### config.mk
export PLATFORM = sky130hd
export DESIGN_NAME = block_pack_fifo
export DESIGN_NICKNAME = d
export VERILOG_FILES = /design/src/rtl/block_pack_fifo.sv
export SDC_FILE = /design/constraint.sdc
export NUM_CORES = 1
export LEC_CHECK = 0
export CAP_MARGIN = 30
export CORE_MARGIN = 2
export CORE_UTILIZATION = 39
export CTS_CLUSTER_SIZE = 14
export DETAILED_ROUTE_END_ITERATION = 7
export SLEW_MARGIN = 5
export SYNTH_ARGS = -nofsm -noshare
export SYNTH_HDL_FRONTEND = slang
export SYNTH_SLANG_ARGS = --single-unit
export TNS_END_PERCENT = 10
### constraint.sdc
create_clock -name clk -period 10.5 [get_ports clk]
set_clock_uncertainty 0.1 [all_clocks]
set_input_delay 2.1 -clock clk [delete_from_list [all_inputs] [get_ports clk]]
set_output_delay 2.1 -clock clk [all_outputs]
set_load 0.02 [all_outputs]
### src/rtl/block_pack_fifo.sv
// block_pack_fifo: packs DATA_W-bit words into blocks of WORDS words
// and buffers up to DEPTH complete blocks for the cipher core.
module block_pack_fifo #(
  parameter int DATA_W    = 32,
  parameter int WORDS     = 4,
  parameter int DEPTH     = 2,
  parameter int MSW_FIRST = 1
) (
  input  logic                         clk,
  input  logic                         rst,
  input  logic                         clear,
  input  logic                         write_en,
  input  logic [DATA_W-1:0]            data_in,
  input  logic                         read_en,
  output logic [DATA_W*WORDS-1:0]      data_out,
  output logic                         fifo_empty,
  output logic                         fifo_full,
  output logic [$clog2(DEPTH+1)-1:0]   block_count,
  output logic [$clog2(WORDS)-1:0]     word_count,
  output logic                         overflow,
  output logic                         underflow
);

  localparam int BW = DATA_W * WORDS;
  localparam int PW = (DEPTH > 1) ? $clog2(DEPTH) : 1;
  localparam int CW = $clog2(DEPTH + 1);
  localparam int WW = $clog2(WORDS);

  localparam logic [PW-1:0] P_LAST = PW'(DEPTH - 1);
  localparam logic [WW-1:0] W_LAST = WW'(WORDS - 1);
  localparam logic [CW-1:0] C_FULL = CW'(DEPTH);

  logic [BW-1:0] mem [DEPTH];
  logic [PW-1:0] rd_ptr;
  logic [PW-1:0] wr_ptr;

  logic          rd_ok;
  logic          wr_ok;
  logic          wr_done;
  logic [CW-1:0] cnt_nxt;
  logic [BW-1:0] lane_mask;
  logic [BW-1:0] lane_data;

  function automatic logic [PW-1:0] ptr_inc(input logic [PW-1:0] p);
    return (p == P_LAST) ? '0 : p + 1'b1;
  endfunction

  // Lane mask selects where the current word lands inside the slot.
  for (genvar k = 0; k < WORDS; k++) begin : g_lane
    localparam int POS = (MSW_FIRST != 0) ? (WORDS - 1 - k) * DATA_W
                                          : k * DATA_W;
    assign lane_mask[POS +: DATA_W] =
      {DATA_W{word_count == WW'(k)}};
  end

  assign lane_data = {WORDS{data_in}};

  // Handshake decode; a write at full rides on a same-cycle pop.
  always_comb begin
    rd_ok   = read_en & ~fifo_empty;
    wr_ok   = write_en & (~fifo_full | rd_ok);
    wr_done = wr_ok & (word_count == W_LAST);
    cnt_nxt = block_count;
    if (wr_done & ~rd_ok)
      cnt_nxt = block_count + 1'b1;
    else if (~wr_done & rd_ok)
      cnt_nxt = block_count - 1'b1;
  end

  // Slot storage: assemble words in place in slot wr_ptr.
  always_ff @(posedge clk) begin
    if (~rst & ~clear & wr_ok)
      mem[wr_ptr] <= (mem[wr_ptr] & ~lane_mask)
                   | (lane_data & lane_mask);
  end

  // Pointers, counters, flags and output block register.
  always_ff @(posedge clk) begin
    if (rst) begin
      rd_ptr      <= '0;
      wr_ptr      <= '0;
      word_count  <= '0;
      block_count <= '0;
      fifo_empty  <= 1'b1;
      fifo_full   <= 1'b0;
      overflow    <= 1'b0;
      underflow   <= 1'b0;
      data_out    <= '0;
    end else if (clear) begin
      rd_ptr      <= '0;
      wr_ptr      <= '0;
      word_count  <= '0;
      block_count <= '0;
      fifo_empty  <= 1'b1;
      fifo_full   <= 1'b0;
      overflow    <= 1'b0;
      underflow   <= 1'b0;
    end else begin
      overflow  <= write_en & ~wr_ok;
      underflow <= read_en & fifo_empty;
      if (rd_ok) begin
        data_out <= mem[rd_ptr];
        rd_ptr   <= ptr_inc(rd_ptr);
      end
      if (wr_ok) begin
        word_count <= wr_done ? '0 : word_count + 1'b1;
        if (wr_done)
          wr_ptr <= ptr_inc(wr_ptr);
      end
      block_count <= cnt_nxt;
      fifo_empty  <= (cnt_nxt == '0);
      fifo_full   <= (cnt_nxt == C_FULL);
    end
  end

endmodule

==> results.toml <==
[synthesis]
syn_area_per_cell_um2 = 12.89
yosysMostFrequentCell = "mux2i_1"
synthXorXnorAreaFrac_pct = 0.1036
yosys.area_share.adder_pct = 0.2961
muxShareOfSynthArea_pct = 15.52
synth_nets = 1352
async_flop_share_pct = 0
synth_compound_area_share_pct = 12.30
seq_area_frac_synth_pct = 61.95
synth_top_family_by_area = "multiplexers"
synth.distinct_cells = 32
synthTopCellsByCount = "262 x mux2i_1, 256 x edfxtp_1, 139 x dfxtp_1, 136 x nor2_1, 133 x nand2_1"
synth.largest_area_cell = "edfxtp_1"
synth-simple-area-share_pct = 6.559
synth_area_um2 = 16900
synth_ff_type = "edfxtp_1"
yosysTopAreaCellShare_pct = 45.48
ys_ff_latch = 395
synth_area_leaders = "edfxtp_1 45%, dfxtp_1 16%, mux2i_1 16%"
yosys_warnings = 0
syn_inst = 1311
synth-edff-count = 256

[floorplan]
fp.dieH_um = 212.2
chipWidth_um = 212.2
num_rows = 76
initial_core_util_pct = 39.41
core-area_um2 = 42890
io_pins = 173
die-area_um2 = 45020

[worst_setup_path]
cp.arrival_ns = 4.90
crit_type = "input pin to register"
crit_fanout = 59
cp-end-kind = "register"
slowest_stage = "buf_4"
cp_slowest_stage_delay_ns = 0.69
path_cells = "clkdlybuf4s50_1, nand2b_4, a21boi_1, nand2_1, nor2_4, buf_4, buf_4, buf_16"
worst-endpoint-required_ns = 10.62
cp-start-kind = "input pin"
critical_path.most_common_cell = "buf_4"

[placed_design]
routabilityCongestion = 0.7457
portBuffers = 172
dp_slack_ns = 5.176
dp.cells = 1985
dp_hpwl_mm = 24.34

[global_route]
grt_overflow_total = 0
grtUsageTotal_pct = 17.40
grt_max_degree = 178
grt_pass1_vias = 10224
grt_pass1_wl_mm = 59.95
antenna_found_initial = 0

[worst_hold_path]
hold_class = "register to register"

[cells_and_area]
fin_cells = 2065
diodes = 0
synthToLayoutAreaGrowth_pct = 21.55
fin_util_pct = 47.90
fillers = 3832
final_layout_size_suffix_gt1_share_pct = 12.57
nNetsFinal = 1487

[detailed_routing]
drt-pass1-iter-count = 7
drc = 0
routed_wl_mm = 39.39
dr_total_vias = 10448
ant_nets = 0
via_per_inst = 5.060
wl_per_cell_um = 19.07
drt-initial-drc-count = 804

[cts]
post_cts_resize_count = 0
post_cts_buffers = 0
ctsHoldBuffers = 0
clkLatencyLatePin_ns = 0.55
cts_sinks = 395
root_buffer = "clkbuf_16"
clk_path_buf_depth = 3
cts_tree = "built"
path_clk_slew_ns = 0.06
htreeDepth = 2
cts_buffers = 44

[timing]
worst_slew_pin_slew_ns = 0.9570
hold_slack_ns = 0.3991
hold_violations = 0
grt_setup_unrepaired = "false"
fmax_ghz = 0.2092
slew_headroom_pct = 36.20
drv_slew = 0
finalSetupViolCount = 0
post-route-period-util_pct = 45.53
setup_slack_ns = 5.719
fin_setup_tns_ns = 0
final.min_clock_period_ns = 4.781

[power_and_ir_drop]
p_per_area_nw_per_um2 = 162.5
ir_drop_mv = 0.1307
leakagePower_nw = 5.975

[flow_run]
maxCapViolCount = 0

[status]
status = "complete, no violations"
==> cells by family after synthesis <==
family          count (synthesis)
xor+xnor                        2
compound gates                262
simple gates                  281
flops                         395
buf+inv                       105
fa+ha+maj                       4
mux                           262
==> stage by stage <==
step	area (um2)	power, mW
final	20540	3.338
after global routing	20540	3.441
after CTS	20540	3.379
after detailed placement	19070	1.819
after global placement	18970	1.815
after floorplan	16900	1.770
==> power breakdown <==
group	internal [mW]	leakage (nW)	switching (mW)	total, mW
registers	1.67	3.45	0.00702	1.68
logic	0.0332	1.80	0.0745	0.108
clock network	0.943	0.730	0.610	1.55
==> path summary, 6_finish.rpt <==
check / end / cells past startpoint / start / slack [ns]
setup / recovery: mem[0][113]$_DFFE_PP_ / 8 / read_en / 5.72
hold / removal: data_out[23]$_SDFFE_PP0P_ / 2 / data_out[23]$_SDFFE_PP0P_ / 0.40
setup reg to reg: mem[0][113]$_DFFE_PP_ / 7 / fifo_empty$_SDFF_PP1_ / 7.41
hold reg to reg: data_out[23]$_SDFFE_PP0P_ / 2 / data_out[23]$_SDFFE_PP0P_ / 0.40
==> final cells by class <==
cell class | instances | area [um2] | share of cell area, %
flip-flops and latches | 395 | 10480 | 51.00
well taps | 585 | 732.0 | 3.563
clock inverters | 10 | 102.6 | 0.4994
clock buffers | 70 | 1373 | 6.681
inverters | 4 | 15.01 | 0.07309
repair buffers | 190 | 1943 | 9.459
multi-input cells | 811 | 5901 | 28.72
==> metal layers <==
layer | vias to the layer above | share of wire, % | track usage, %
met2 | 216 | 44 | 26.05
met4 | 0 | 1.6 | 4.832
met1 | 5082 | 50 | 25.90
met3 | 45 | 4.6 | 2.954
li1 | 5105 | - | -
met5 | - | 0 | 0
==> layout by cell type, fill, tap and decap left out, drive strengths merged, types with 2 or more instances in the layout <==
cell and n:
a211oi 128, buf 19, bufinv 2, ha 4, or3 2, edfxtp 256, o21ai 129, inv 4
nor2 137, mux2i 262, nand2 133, clkbuf 70, and3 3, clkdlybuf4s50 171, dfxtp 139, clkinv 8
nor3 2
==> sequential cells by signal (all words and copies together), names as in the netlist, named ones only <==
name         count
mem            256
data_out       128
block_count      2
word_count       2
fifo_empty       1
fifo_full        1
overflow         1
rd_ptr           1
underflow        1
wr_ptr           1
==> critical path, delay by kind of cell <==
family | cells | cell delay [ns]
buf+inv | 4 | 1.98
compound gates | 1 | 0.38
simple gates | 3 | 0.36
Power figures use the tool's default switching activity.
